`config.mk`:
```
export PLATFORM = sky130hd
export DESIGN_NAME = uart_tx_arbiter
export DESIGN_NICKNAME = d
export VERILOG_FILES = /design/src/rtl/uart_tx_arbiter.sv
export SDC_FILE = /design/constraint.sdc
export NUM_CORES = 1
export LEC_CHECK = 0
export BUFFER_PORTS_ARGS = -buffer_cell sky130_fd_sc_hd__buf_2
export CORE_ASPECT_RATIO = 1.5
export CORE_MARGIN = 2
export CORE_UTILIZATION = 37
export DETAILED_ROUTE_END_ITERATION = 16
export GPL_ROUTABILITY_DRIVEN = 0
export PLACE_DENSITY = 0.76
export SLEW_MARGIN = 20
export SYNTH_ARGS = -nofsm -noshare
export SYNTH_HDL_FRONTEND = slang
export SYNTH_SLANG_ARGS = --single-unit
```
`constraint.sdc`:
```
create_clock -name clk_g -period 3.4 [get_ports clk_g]
set_input_delay 0 -clock clk_g [delete_from_list [all_inputs] [get_ports clk_g]]
set_output_delay 0 -clock clk_g [all_outputs]
set_load 0.01 [all_outputs]
```
`src/rtl/uart_tx_arbiter.sv`:
```
// uart_tx_arbiter: round-robin, packet-locked sharing of one UART transmitter among N_REQ byte streams
module uart_tx_arbiter #(
  parameter int N_REQ        = 2,
  parameter int LOCK_TIMEOUT = 64,
  parameter int IDX_W        = 2
) (
  input  logic                 clk_g,
  input  logic                 rst_g,
  input  logic [N_REQ-1:0]     istek_gecerli,
  input  logic [8*N_REQ-1:0]   istek_veri,
  input  logic [N_REQ-1:0]     istek_son,
  output logic [N_REQ-1:0]     istek_hazir,
  output logic [31:0]          komut,
  output logic                 komut_gecerli,
  input  logic                 komut_hazir,
  output logic [IDX_W-1:0]     sahip,
  output logic                 mesgul,
  output logic                 zaman_asimi
);
  localparam int NP = 2 ** IDX_W;
  localparam int CW = LOCK_TIMEOUT > 1 ? $clog2(LOCK_TIMEOUT) : 1;
  typedef enum logic {BOSTA, KILITLI} state_t;
  state_t            state_q, state_d;
  logic [IDX_W-1:0]  sahip_q, sahip_d, last_grant_q, last_grant_d, pick, j;
  logic [CW-1:0]     cnt_q, cnt_d;
  logic [7:0]        byte_q, byte_d;
  logic              kv_q, kv_d, zaman_q, zaman_d;
  logic [NP-1:0]     gv, sv, oh;
  logic [8*NP-1:0]   vp;
  logic              any, hz, own_valid, req_xfer, uart_xfer, timed_out;
  // pick the first valid requester after the last grant, wrapping around
  always_comb begin
    gv = NP'(istek_gecerli);
    any = 1'b0;
    pick = sahip_q;
    j = '0;
    for (int k = N_REQ; k >= 1; k--) begin
      j = IDX_W'((int'(last_grant_q) + k) % N_REQ);
      if (gv[j]) begin
        pick = j;
        any = 1'b1;
      end
    end
  end
  // ready goes only to the owner, and only when the output register can accept
  always_comb begin
    sv = NP'(istek_son);
    vp = (8*NP)'(istek_veri);
    own_valid = gv[sahip_q];
    hz = (state_q == KILITLI) && (!kv_q || komut_hazir);
    oh = '0;
    oh[sahip_q] = hz;
    istek_hazir = N_REQ'(oh);
    req_xfer = hz && own_valid;
    uart_xfer = kv_q && komut_hazir;
    timed_out = (LOCK_TIMEOUT != 0) && !req_xfer && (cnt_q == CW'(LOCK_TIMEOUT - 1));
  end
  // next state: lock bookkeeping, idle counter and the one-entry output register
  always_comb begin
    state_d = state_q;
    sahip_d = sahip_q;
    last_grant_d = last_grant_q;
    cnt_d = cnt_q;
    zaman_d = 1'b0;
    byte_d = req_xfer ? vp[{sahip_q, 3'b000} +: 8] : (uart_xfer ? 8'h00 : byte_q);
    kv_d = req_xfer ? 1'b1 : (uart_xfer ? 1'b0 : kv_q);
    if (state_q == BOSTA) begin
      if (any) begin
        sahip_d = pick;
        state_d = KILITLI;
        cnt_d = '0;
      end
    end else if (req_xfer) begin
      cnt_d = '0;
      if (sv[sahip_q]) begin
        state_d = BOSTA;
        last_grant_d = sahip_q;
      end
    end else if (timed_out) begin
      state_d = BOSTA;
      last_grant_d = sahip_q;
      zaman_d = 1'b1;
    end else if (!own_valid) begin
      cnt_d = cnt_q + 1'b1;
    end
  end
  // state registers; reset drops any pending byte
  always_ff @(posedge clk_g) begin
    if (rst_g) begin
      state_q <= BOSTA;
      sahip_q <= '0;
      last_grant_q <= IDX_W'(N_REQ - 1);
      cnt_q <= '0;
      byte_q <= '0;
      kv_q <= 1'b0;
      zaman_q <= 1'b0;
    end else begin
      state_q <= state_d;
      sahip_q <= sahip_d;
      last_grant_q <= last_grant_d;
      cnt_q <= cnt_d;
      byte_q <= byte_d;
      kv_q <= kv_d;
      zaman_q <= zaman_d;
    end
  end
  assign komut = {byte_q, 21'b0, 3'b000};
  assign komut_gecerli = kv_q;
  assign sahip = sahip_q;
  assign mesgul = (state_q == KILITLI);
  assign zaman_asimi = zaman_q;
endmodule

```
==> summary.txt <==
Outcome
  – Status: complete, no violations

Hold path
  – WHS Path Cells: 3
  – Hold WC Path Type: in -> reg

Floorplanning
  – Core area: between 3000 and 4000 µm²
  – Row cnt: 25
  – I/O Pins: 62
  – Chip Height: 74.6 µm
  – Die Wd: 51.1 µm
  – Starting Density: about two fifths
  – Die area: ~3800 µm²

STA
  – Final setup fails: 0
  – Final TNS setup: 0 ns
  – Final hold vios: 0
  – Slew Viols, Final: 0
  – Final hold slack: roughly 0.07 ns
  – Rel. slew slack: 52.6%
  – Final period util: 56.9%
  – Worst Skew: about 0.0044 ns
  – Min cycle time layout: 1.93 ns
  – Least-Margin Pin Slew: between 0.7 and 0.8 ns
  – Setup slack after layout: between 1 and 1.5 ns
  – Fmax: between 0.5 and 0.6 GHz
  – RSZ-0062 raised after global routing: false

Final layout
  – Diodes inserted: 0
  – Design Area, Final: roughly 1400 µm²
  – Area Growth Syn to Fin: 11.1%
  – Fill cells: around 350
  – Nets: 200
  – Share of post-route cells with drive strength above 1: 32.6%
  – Non-Filler Instances: ~220
  – Fin util: between 40% and 50%

Route
  – Vias after detailed routing: about 1,100
  – Vias per cell: just under 5
  – Number of routed nets with antenna violations: 0
  – Pre-antenna DRT Iters: 4
  – Residual DRC: 0
  – Avg WL per Cell: 11.6 µm
  – Initial DRC Count: 25
  – Drt total wl: 2490 µm

Logic synthesis
  – Sequential share of the synthesized area: 30.9%
  – Synth Instances: 142
  – Post-Syn Area: 1230 µm²
  – Yosys warns: 0
  – Synth Register Bits: 19
  – Syn Area/Cell: 8.66 µm²
  – Cell variety after synth: 39

Place
  – Placed Area: 1320 µm²
  – DP Cell Count: about 210
  – Buffers on Ports: 36
  – Post-DP HPWL: 1890 µm
  – Setup WS pre-CTS: 1.47 ns

Clocking
  – Post-cts hold buffer count: 0
  – Clock Tree Root: clkbuf_8
  – CTS clk-pin slew, worst paths: around 0.07 ns
  – Clk sinks: 19
  – Insertion delay to the later sink of the worst-skew pair: 0.26 ns
  – Post_cts resized: 0
  – CTS buffer count: 3
  – Post-CTS Setup Bufs: 0
  – CTS tree: built
  – H-Tree Depth: 1
  – Clk buf depth: 2

Setup path
  – Crit Path Class: reg -> reg
  – Startpoint type of the worst setup path: register
  – CP bufs+invs: 0
  – CP peak stage delay: 0.78 ns
  – Arrival time at the worst endpoint: 2.08 ns
  – CP Cell Sequence: mux2i_1, o21ai_0, o21a_2, a221o_1
  – Worst reg2reg path depth: 4
  – Crit end category: register
  – Worst-path cell with the longest stage delay: dfxtp_1
  – Worst path depth: 4
  – Critical path required time: 3.55 ns
  – Cell family with most CP delay: flip-flops
  – Crit-path max FO: 17

Flow run
  – Max-cap violations: 0

GRT
  – Largest net degree at the start of global routing: 18
  – GRT Residual Overflow: 0
  – First-pass GRT wire length: 3800 µm
  – Initial antenna violation count: 0
  – Vias in the first global route: slightly above 900
  – Total track usage: about 13%

Pwr
  – Design Power: ~0.50 mW
  – Leakage power: between 0.6 and 0.7 nW
  – Power Density: 364 nW/µm²
  – Peak supply drop: 0.000131 V
[power by group]
group          total, mW  switching (mW)  internal [mW]
logic             0.0940          0.0536         0.0405
clock network      0.158          0.0742         0.0833
registers          0.245          0.0131          0.232
[logic make-up (layout without fill, tap and decap cells)]
group,after synthesis,count (layout),synth area share [%]
simple gates,46,46,20.0
compound gates,28,28,16.9
other cells,1,25,0.305
fa+ha+maj,1,1,1.02
flops,19,19,30.9
buf+inv,35,44,19.8
mux,12,12,11.0
[cell usage after synthesis]
cell type   n  area share (%)
a2111oi_2   1             1.2
a211o_1     3             2.1
a21o_1      1            0.61
a21oi_1    10             4.1
a221o_1     1            0.81
a31oi_1     1            0.51
a41oi_2     1             1.3
and2_1      1            0.51
and3_1      3             1.5
and3_4      1            0.92
buf_2       3             1.2
buf_4      25              15
buf_6       2             1.8
clkbuf_1    1            0.30
conb_1      1            0.30
dfxtp_1    19              31
ha_1        1             1.0
inv_1       4             1.2
mux2_2      8             7.3
mux2_4      1             1.2
mux2i_1     3             2.4
nand2_1    12             3.7
nand2b_1    3             1.5
nand3_1    11             4.5
nand3_2     1            0.81
nand4_1     1            0.51
nor2_1      4             1.2
nor2b_1     1            0.51
nor3_1      4             1.6
nor3_2      2             1.6
nor3b_1     1            0.61
nor4_1      1            0.51
o2111ai_1   1            0.71
o211ai_1    2             1.2
o21a_2      1            0.71
o21ai_0     3             1.2
o21ba_2     1            0.81
o21bai_1    1            0.61
o21bai_2    1            0.92
[layout by cell type, fill, tap and decap left out, types with 2 or more instances in the layout]
master,instances
buf_2,36
conb_1,25
dfxtp_1,19
nand2_1,12
nand3_1,11
a21oi_1,10
mux2_2,8
nor2_1,4
inv_1,4
nor3_1,4
nand2b_1,3
and3_1,3
mux2i_1,3
o21ai_0,3
a211o_1,3
clkbuf_8,3
nor3_2,2
o211ai_1,2
[final timing paths]
check / from / end / slack [ns]
max: sahip[0] / cnt_q[2] / 1.47
min: istek_son[1] / last_grant_q[0] / 0.07
max reg2reg: sahip[0] / cnt_q[2] / 1.47
min reg2reg: byte_q[5] / byte_q[5] / 0.47
[state kept, by name (all words and copies together) (netlist names)]
name / cells
last_grant_q: 1
sahip: 1
mesgul: 1
byte_q: 8
zaman_asimi: 1
cnt_q: 6
komut_gecerli: 1
[worst min-delay path: cells and delay by family]
family,cells,cell delay [ns]
AOI/OAI and AO/OA,2,0.19
buffers and inverters,1,0.10
[layer usage]
| layer | GRT usage [%] | wire, µm | vias to the layer above |
|---|---|---|---|
| li1 | - | - | 515 |
| met1 | 13.6 | 965 | 482 |
| met2 | 24.8 | 1260 | 55 |
| met3 | 2.58 | 223 | 5 |
| met4 | 4.50 | 34 | 0 |
| met5 | 0 | 0 | - |
[layout make-up]
class	count	area (µm²)	area share (%)
Sequential cell	19	380	27.8
Inverter	4	15.0	1.10
Timing Repair Buffer	36	180	13.2
Tap cell	40	50.0	3.66
Multi-Input combinational cell	112	696	50.9
Clock buffer	4	45.0	3.30
(Power assumes the default switching activity.)
